[src/rtl/fft_pkg.sv]
// fft_pkg: shared definitions for the FFT memory sequencer slice.
//   FFT_ADDR_W / FFT_DATA_W : default SRAM geometry (256 x 128)
//   fft_seq_state_t         : sequencer state encoding
//   fft_cfg_t               : engine configuration latched on an accepted start
package fft_pkg;

    localparam int unsigned FFT_ADDR_W = 8;
    localparam int unsigned FFT_DATA_W = 128;

    typedef enum logic [1:0] {
        StIdle  = 2'd0,
        StRun   = 2'd1,
        StDrain = 2'd2
    } fft_seq_state_t;

    typedef struct packed {
        logic [2:0]  point;
        logic [10:0] cycles;
    } fft_cfg_t;

endpackage

[src/rtl/fft_sram_port_mux.sv]
// fft_sram_port_mux: combinational source select for the dual-port FFT SRAM.
//   sel_host_i / sel_engine_i : which side owns the ports (neither -> all zero)
//   host_rd_i / host_wr_i     : accepted host read / write this cycle
//   host_addr_i, host_wdata_i : host request
//   eng_*_i                   : engine port requests, passed through when selected
//   sram_*_o                  : SRAM port drive; unused fields are held at zero
module fft_sram_port_mux #(
    parameter int unsigned ADDR_W = 8,
    parameter int unsigned DATA_W = 128
) (
    input  logic              sel_host_i,
    input  logic              sel_engine_i,
    input  logic              host_rd_i,
    input  logic              host_wr_i,
    input  logic [ADDR_W-1:0] host_addr_i,
    input  logic [DATA_W-1:0] host_wdata_i,
    input  logic [ADDR_W-1:0] eng_raddr1_i,
    input  logic [ADDR_W-1:0] eng_raddr2_i,
    input  logic [ADDR_W-1:0] eng_waddr1_i,
    input  logic [ADDR_W-1:0] eng_waddr2_i,
    input  logic [DATA_W-1:0] eng_wdata1_i,
    input  logic [DATA_W-1:0] eng_wdata2_i,
    input  logic              eng_we_i,
    output logic [ADDR_W-1:0] sram_raddr1_o,
    output logic [ADDR_W-1:0] sram_raddr2_o,
    output logic [ADDR_W-1:0] sram_waddr1_o,
    output logic [ADDR_W-1:0] sram_waddr2_o,
    output logic [DATA_W-1:0] sram_wdata1_o,
    output logic [DATA_W-1:0] sram_wdata2_o,
    output logic              sram_we_o
);

    always_comb begin
        sram_raddr1_o = '0;
        sram_raddr2_o = '0;
        sram_waddr1_o = '0;
        sram_waddr2_o = '0;
        sram_wdata1_o = '0;
        sram_wdata2_o = '0;
        sram_we_o     = 1'b0;
        if (sel_engine_i) begin
            sram_raddr1_o = eng_raddr1_i;
            sram_raddr2_o = eng_raddr2_i;
            sram_waddr1_o = eng_waddr1_i;
            sram_waddr2_o = eng_waddr2_i;
            sram_wdata1_o = eng_wdata1_i;
            sram_wdata2_o = eng_wdata2_i;
            sram_we_o     = eng_we_i;
        end else if (sel_host_i) begin
            if (host_rd_i) begin
                sram_raddr1_o = host_addr_i;
            end
            // Both write ports get the same word; the duplicate write is harmless.
            if (host_wr_i) begin
                sram_we_o     = 1'b1;
                sram_waddr1_o = host_addr_i;
                sram_waddr2_o = host_addr_i;
                sram_wdata1_o = host_wdata_i;
                sram_wdata2_o = host_wdata_i;
            end
        end
    end

endmodule

[src/rtl/fft_mem_sequencer.sv]
// fft_mem_sequencer: owns the FFT working SRAM. In idle the host gets single-word
// read/write access; a start hands both SRAM ports to fft_top until it reports done
// or the watchdog expires, followed by a two-cycle drain before returning to the host.
//   clk, rst                         : clock, synchronous active-high reset
//   host_*                           : host word access (1-cycle read latency)
//   start, cfg_point, cfg_cycles     : run request and its configuration
//   busy, done, timeout, run_cycles  : status (done/timeout sticky until next start)
//   fft_*                            : engine control, handshake and SRAM requests
//   sram_*                           : SRAM ports (read data has 1-cycle latency)
module fft_mem_sequencer
    import fft_pkg::*;
#(
    parameter int unsigned ADDR_W         = FFT_ADDR_W,
    parameter int unsigned DATA_W         = FFT_DATA_W,
    parameter int unsigned TIMEOUT_CYCLES = 4096
) (
    input  logic              clk,
    input  logic              rst,
    input  logic              host_valid,
    output logic              host_ready,
    input  logic              host_we,
    input  logic [ADDR_W-1:0] host_addr,
    input  logic [DATA_W-1:0] host_wdata,
    output logic              host_rvalid,
    output logic [DATA_W-1:0] host_rdata,
    input  logic              start,
    input  logic [2:0]        cfg_point,
    input  logic [10:0]       cfg_cycles,
    output logic              busy,
    output logic              done,
    output logic              timeout,
    output logic [15:0]       run_cycles,
    output logic              fft_working,
    output logic [2:0]        fft_point_config,
    output logic [10:0]       fft_cycle_count,
    input  logic              fft_done,
    input  logic [ADDR_W-1:0] fft_raddr1,
    input  logic [ADDR_W-1:0] fft_raddr2,
    input  logic [ADDR_W-1:0] fft_waddr1,
    input  logic [ADDR_W-1:0] fft_waddr2,
    input  logic [DATA_W-1:0] fft_wdata1,
    input  logic [DATA_W-1:0] fft_wdata2,
    input  logic              fft_we,
    output logic [DATA_W-1:0] fft_rdata1,
    output logic [DATA_W-1:0] fft_rdata2,
    output logic [ADDR_W-1:0] sram_raddr1,
    output logic [ADDR_W-1:0] sram_raddr2,
    output logic [ADDR_W-1:0] sram_waddr1,
    output logic [ADDR_W-1:0] sram_waddr2,
    output logic [DATA_W-1:0] sram_wdata1,
    output logic [DATA_W-1:0] sram_wdata2,
    output logic              sram_we,
    input  logic [DATA_W-1:0] sram_rdata1,
    input  logic [DATA_W-1:0] sram_rdata2
);

    localparam logic [1:0] ST_IDLE  = StIdle;
    localparam logic [1:0] ST_RUN   = StRun;
    localparam logic [1:0] ST_DRAIN = StDrain;

    localparam logic [15:0] TIMEOUT_LIMIT = 16'(TIMEOUT_CYCLES);

    logic [1:0]  state_q, state_d;
    logic        drain_last_q, drain_last_d;
    fft_cfg_t    cfg_q, cfg_d;
    logic        done_q, done_d;
    logic        timeout_q, timeout_d;
    logic [15:0] run_cycles_q, run_cycles_d;
    logic        host_rvalid_q, host_rvalid_d;

    logic        in_idle;
    logic        host_acc;
    logic        start_acc;
    logic [15:0] run_inc;

    assign in_idle    = (state_q == ST_IDLE);
    // Start has priority over a host request in the same cycle.
    assign host_ready = in_idle && !start;
    assign host_acc   = host_valid && host_ready;
    assign start_acc  = start && in_idle;
    // Count including the current RUN cycle, saturating.
    assign run_inc    = (run_cycles_q == 16'hFFFF) ? run_cycles_q : run_cycles_q + 16'd1;

    always_comb begin
        state_d       = state_q;
        drain_last_d  = drain_last_q;
        cfg_d         = cfg_q;
        done_d        = done_q;
        timeout_d     = timeout_q;
        run_cycles_d  = run_cycles_q;
        host_rvalid_d = host_acc && !host_we;
        case (state_q)
            ST_IDLE: begin
                if (start_acc) begin
                    cfg_d.point  = cfg_point;
                    cfg_d.cycles = cfg_cycles;
                    done_d       = 1'b0;
                    timeout_d    = 1'b0;
                    run_cycles_d = '0;
                    state_d      = ST_RUN;
                end
            end
            ST_RUN: begin
                run_cycles_d = run_inc;
                if (fft_done) begin
                    done_d       = 1'b1;
                    drain_last_d = 1'b0;
                    state_d      = ST_DRAIN;
                end else if (run_inc == TIMEOUT_LIMIT) begin
                    timeout_d    = 1'b1;
                    drain_last_d = 1'b0;
                    state_d      = ST_DRAIN;
                end
            end
            ST_DRAIN: begin
                drain_last_d = 1'b1;
                if (drain_last_q) begin
                    state_d = ST_IDLE;
                end
            end
            default: state_d = ST_IDLE;
        endcase
    end

    always_ff @(posedge clk) begin
        if (rst) begin
            state_q       <= ST_IDLE;
            drain_last_q  <= 1'b0;
            cfg_q         <= '0;
            done_q        <= 1'b0;
            timeout_q     <= 1'b0;
            run_cycles_q  <= '0;
            host_rvalid_q <= 1'b0;
        end else begin
            state_q       <= state_d;
            drain_last_q  <= drain_last_d;
            cfg_q         <= cfg_d;
            done_q        <= done_d;
            timeout_q     <= timeout_d;
            run_cycles_q  <= run_cycles_d;
            host_rvalid_q <= host_rvalid_d;
        end
    end

    assign busy             = !in_idle;
    assign fft_working      = (state_q == ST_RUN);
    assign done             = done_q;
    assign timeout          = timeout_q;
    assign run_cycles       = run_cycles_q;
    assign fft_point_config = cfg_q.point;
    assign fft_cycle_count  = cfg_q.cycles;
    assign host_rvalid      = host_rvalid_q;
    assign host_rdata       = host_rvalid_q ? sram_rdata1 : '0;
    // Drain still forwards data for reads the engine issued in its last RUN cycle.
    assign fft_rdata1       = in_idle ? '0 : sram_rdata1;
    assign fft_rdata2       = in_idle ? '0 : sram_rdata2;

    fft_sram_port_mux #(
        .ADDR_W (ADDR_W),
        .DATA_W (DATA_W)
    ) u_port_mux (
        .sel_host_i    (in_idle),
        .sel_engine_i  (fft_working),
        .host_rd_i     (host_acc && !host_we),
        .host_wr_i     (host_acc && host_we),
        .host_addr_i   (host_addr),
        .host_wdata_i  (host_wdata),
        .eng_raddr1_i  (fft_raddr1),
        .eng_raddr2_i  (fft_raddr2),
        .eng_waddr1_i  (fft_waddr1),
        .eng_waddr2_i  (fft_waddr2),
        .eng_wdata1_i  (fft_wdata1),
        .eng_wdata2_i  (fft_wdata2),
        .eng_we_i      (fft_we),
        .sram_raddr1_o (sram_raddr1),
        .sram_raddr2_o (sram_raddr2),
        .sram_waddr1_o (sram_waddr1),
        .sram_waddr2_o (sram_waddr2),
        .sram_wdata1_o (sram_wdata1),
        .sram_wdata2_o (sram_wdata2),
        .sram_we_o     (sram_we)
    );

endmodule
[config.mk]
export PLATFORM = sky130hd
export DESIGN_NAME = fft_mem_sequencer
export DESIGN_NICKNAME = d
export VERILOG_FILES = /design/src/rtl/fft_pkg.sv /design/src/rtl/fft_sram_port_mux.sv /design/src/rtl/fft_mem_sequencer.sv
export SDC_FILE = /design/constraint.sdc
export NUM_CORES = 1
export LEC_CHECK = 0
export CAP_MARGIN = 10
export CORE_AREA = 2 2 555 557
export DETAILED_ROUTE_END_ITERATION = 8
export DIE_AREA = 0 0 557 559
export GPL_TIMING_DRIVEN = 0
export PLACE_DENSITY = 0.3
export SETUP_SLACK_MARGIN = 0.15
export SLEW_MARGIN = 25
export SYNTH_ARGS = -nofsm -noshare
export SYNTH_HDL_FRONTEND = slang
export SYNTH_HIERARCHICAL = 1
export SYNTH_SLANG_ARGS = --single-unit
[constraint.sdc]
create_clock -name clk -period 3.6 [get_ports clk]
set_input_delay 0.36 -clock clk [delete_from_list [all_inputs] [get_ports clk]]
set_output_delay 0.36 -clock clk [all_outputs]
set_load 0.05 [all_outputs]
# After elaboration in Yosys (flattened, before gate mapping)
# Index checks and enable logic that the tools add are counted.
# op_classes
add_sub_neg,1
eq_ne,10
muxes,35
reduce_logical,17
# ops
op,n
two-way mux 128 bit,7
two-way mux 8 bit,8
two-way mux 16 bit,2
one-hot mux 16 bit (2 select lines),1
adder 16 x 1 -> 16 bit (second input constant),1
equality test 16 x 13 -> 1 bit (second input constant),1
equality test 16 bit (second input constant),1
two-way mux 1 bit,9
two-way mux 2 bit,4
!= test 2 x 1 -> 1 bit (second input constant),3
one-hot mux 1 bit (2 select lines),3
one-hot mux 2 bit (3 select lines),1
AND reduction 2 bit,3
AND reduction 3 bit,2
logical AND 1 bit,5
!= test 2 bit (second input constant),2
AND reduction 4 bit,1
nonzero test 2 bit,2
zero test 1 bit,3
!= test 3 x 1 -> 1 bit (second input constant),1
equality test 2 x 1 -> 1 bit (second input constant),1
equality test 2 bit (second input constant),1
zero test 2 bit,1
# word_totals
regBits,36
out_inout_bits,709

# Logic depth before layout (Yosys ltp)
# logic_depth
ltp_word,7
ltp_mapped,11
mapped_depth_nobuf,9

# By module
# Netlist, hierarchy kept.
# by_module_without_submodules
module,n_inst,cells_each,area_each_um2
fft_mem_sequencer,1,685,4550.6
fft_sram_port_mux,1,372,3051.7

# Worst setup path before layout
# Ideal clock, no wire load.
# synth_path
path_type,register to register
from,"register run_cycles_q[0], in the netlist run_cycles[0]"
to,register state_q[1]
arrival_time_ns,2.847
required_ns,3.521
setup_slack_ns,0.673
stages_incl_launch_ff,9
period_less_slack_ns,2.927
path_cell_list,dfxtp_1 -> ha_1 -> nand4_4 -> nor2_4 -> a41oi_1 -> or4_1 -> or4_4 -> a21o_1 -> a211oi_2
# synth_between
elab_chain_len,5
word_cells_on_any_way,6
# synth_rtl
element,line,rtl
start: declaration,fft_mem_sequencer.sv:68,"logic [15:0] run_cycles_q, run_cycles_d;"
start signal: assignment,fft_mem_sequencer.sv:140,run_cycles_q <= run_cycles_d;
adder 16 x 1 -> 16 bit / equality test 16 bit (equally long branches),fft_mem_sequencer.sv:82,assign run_inc = (run_cycles_q == 16'hFFFF) ? run_cycles_q : run_cycles_q + 16'd1;
two-way mux 16 bit *,fft_mem_sequencer.sv:82,
equality test 16 x 13 -> 1 bit *,fft_mem_sequencer.sv:109,end else if (run_inc == TIMEOUT_LIMIT) begin
!= test 3 x 1 -> 1 bit (no line) *,n/a,
AND reduction 3 bit (no line) *,n/a,
end signal: assignment,fft_mem_sequencer.sv:135,state_q <= state_d;
end: declaration,fft_mem_sequencer.sv:63,"logic [1:0] state_q, state_d;"
# Mark *: on every way between the ends. The rest lies on a longest branch, timed or not.
# A chain may end at the register's enable or synchronous reset.

# Worst setup path in the final report
# layout_path
from,register state_q[0]
to,output sram_wdata1[124]
# layout_between
elab_chain_len,7
word_cells_on_any_way,8
# layout_rtl
element,line,rtl
zero test 2 bit *,fft_mem_sequencer.sv:76,assign in_idle = (state_q == ST_IDLE);
net in_idle,fft_mem_sequencer.sv:71,logic in_idle;
logical AND 1 bit,fft_mem_sequencer.sv:78,assign host_ready = in_idle && !start;
logical AND 1 bit,fft_mem_sequencer.sv:79,assign host_acc = host_valid && host_ready;
logical AND 1 bit,fft_mem_sequencer.sv:165,".host_wr_i (host_acc && host_we),"
two-way mux 128 bit,fft_sram_port_mux.sv:54,if (host_wr_i) begin
two-way mux 128 bit *,fft_sram_port_mux.sv:49,end else if (sel_host_i) begin
two-way mux 128 bit *,fft_sram_port_mux.sv:41,if (sel_engine_i) begin
end: declaration,fft_mem_sequencer.sv:50,"output logic [DATA_W-1:0] sram_wdata1,"
# The timed path passes the listed nets; every way through them passes the cells marked *.

==> run summary <==
Outcome: complete, no violations
IO buf count: 1409
Register area share after synthesis: 0.0948
Hold_buf cts: 0
RSZ-0062 raised after global routing: true
Initial core utilization: 0.0249
Fin area: 26500 µm²
Via Count: 17100
Rows: 203
Average cell area after synthesis: 7.19 µm²
Clk_skew: 12.0 ps
Mapped cell area: 7600 µm²
Initial antenna violation count: 241
Max_cap viols: 0
Crit path time final: 3380 ps
Final setup violation count: 0
Post-synth EDFFs: 0
Synth Area in Simple Gates: 0.413
Fraction of the mapped netlist area in adder cells: 0.00658
All-Layer GR Usage: 0.176
Critical Path Sink Type: primary output
Syn nets: 1762
DRC: 0
Htree depth: 2
Seq cells post-synth: 36
Kind of critical path: reg2out
Worst-Margin Slew: 1010 ps
Initial drt markers: 1215
Die width: 557 µm
CP Data Arrival Time: 3020 ps
Worst hold slack: 462 ps
Layout cell share with drive strength beyond 1: 0.190
Final Slew Violations: 0
Largest net degree at the start of global routing: 12
Final setup TNS: 0 ps
LEAKAGE: 9.66 nW
Clk sinks: 36
Largest family of logic cells by synthesized area: simple AND/OR/NAND/NOR gates
Grt ovf: 0
Chip height: 559 µm
Max transition margin: 0.324
Yosys cell types: 51
Yosys top cell by area: a22o_1
Final Hold Viols: 0
Post-synth top cells: 272 x a22o_1, 257 x nor2b_1, 138 x and2_1
CTS tree: done
YS warnings: 6
Synth top area share: 0.313
Gpl congestion: 0.951
ANT nets after route: 0
Asr flop ratio synth: 0
Worst-Skew Late Latency: 310 ps
Worst endpoint required time: 3240 ps
Main flop type after synthesis: dfxtp_1
Post-Synth XOR/XNOR Area: 0.00461
DR WL/cell: 42.9 µm
Num CTS Buffers: 5
Worst setup SP type: register
VDD IR max: 0.261 mV
Clock tree buffer depth: 2
Layout net count: 3186
Reg clk slew, reported paths: 70 ps
Post-Place Cell Area: 26600 µm²
Synth Area in Compound Gates: 0.375
Area contributors post-synth: a22o_1 31%, nor2b_1 21%, and2_1 11%
Power Dens Cells: 674 nW/µm²
Vias in the first global route: 16700
Area of the core: 305000 µm²
Hold Crit Class: reg2reg
First-pass GRT wire length: 323000 µm
Die area: 311000 µm²
Tcrit/Tclk final: 0.939
Count leader, synth: a22o_1
Synth Instances: 1057
Layout area overhead: 248%
Detailed-route wire length: 285000 µm
Pre-antenna DRT Iters: 5
DR vias/cell: 2.57
Post-synthesis mux area share: 0.00527
Max Clk Rate: 296 MHz
Root buf cell: clkbuf_16
Detailed Place HPWL: 271000 µm
Boundary pin count: 1410
Crit-path max FO: 5
Total chip power: 17.8 mW
==> per-stage QoR <==
stage          instances  setup slack (ps)    util
6_report            6647               221  0.0868
5_1_grt             6597               115  0.0864
4_1_cts             6583              66.9  0.0867
3_5_place_dp        6568             -1390  0.0873
3_3_place_gp        6566             -2100  0.0880
2_1_floorplan       1057               673       -
==> area by class of cell <==
cell class / instances / area (µm²)
fillers: 35800 / 279000
repair buffers: 1418 / 13200
multi-input cells: 887 / 6220
well taps: 4100 / 5130
plain buffers: 126 / 878
flip-flops and latches: 36 / 722
diodes: 65 / 163
clock buffers: 6 / 129
clock inverters: 2 / 35.0
inverters: 7 / 26.3
==> power breakdown <==
part	leakage (nW)	internal, mW	total [mW]	switching [mW]
clock	0.0812	0.327	0.546	0.219
sequential	0.293	0.440	0.479	0.0392
combinational	9.28	4.03	16.8	12.8
total	9.66	4.80	17.8	13.0
==> flip-flops by register name, indices dropped and copies added, names as in the netlist <==
register / cells
host_rvalid: 1
run_cycles: 16
state_q: 2
timeout: 1
done: 1
fft_cycle_count: 11
fft_point_config: 3
drain_last_q: 1
==> kinds of logic (layout without fill, tap and decap cells) <==
kind of cell | Yosys count | after routing
simple gates | 525 | 525
compound gates | 350 | 350
buf+inv | 134 | 1559
flops | 36 | 36
fa+ha+maj | 4 | 4
xor+xnor | 4 | 4
mux | 4 | 4
other cells | 0 | 65
==> critical path, stage by stage, from the launching register on <==
cell and delay (ps):
dfxtp_1 360, inv_1 70, ha_1 230, clkbuf_16 170
nand2b_2 110, inv_2 70, and3_4 240, and3b_1 200
buf_6 150, bufbuf_16 310, buf_16 170, buf_4 160
a22o_4 250, buf_6 160
==> layout by cell type (no fill, tap or decap), drive strengths merged, types with 5 or more instances in the layout <==
cell,Yosys,routed
a211oi,5,5
a21oi,34,34
a22o,272,272
and2,138,138
buf,49,294
clkbuf,78,122
clkdlybuf4s15,0,61
clkdlybuf4s50,0,933
dfxtp,36,36
diode,0,65
dlygate4sd2,0,130
dlymetal6s2s,0,9
inv,7,7
nand2,51,51
nand2b,6,6
nand3,17,17
nand4,5,5
nor2,25,25
nor2b,257,257
nor3,14,14
o21ai,18,18
==> routing by layer <==
metal  vias up  wire length (µm)  GRT usage
met1      8363            100000      0.181
li1       6740                 -          -
met4       162              8770     0.0370
met5         -              1060          0
met2      1432            135000      0.304
met3       364             39700      0.104
==> path summary, 6_finish.rpt <==
path | slack [ps] | to | cells past startpoint | from
min reg2reg | 460 | fft_cycle_count[5] | 2 | fft_cycle_count[5]
max | 220 | sram_wdata1[124] | 13 | state_q[0]
max reg2reg | 490 | state_q[1] | 8 | run_cycles[0]
min | 460 | fft_cycle_count[5] | 2 | fft_cycle_count[5]
==> what timing repair did <==
item,CTS,global route
gates resized for setup,1478,156
pin swaps,0,1
buffers inserted,5,0
gates cloned,2,0
endpoints found under the setup margin,623,197
Note: power is estimated with default switching activity, not from simulation.
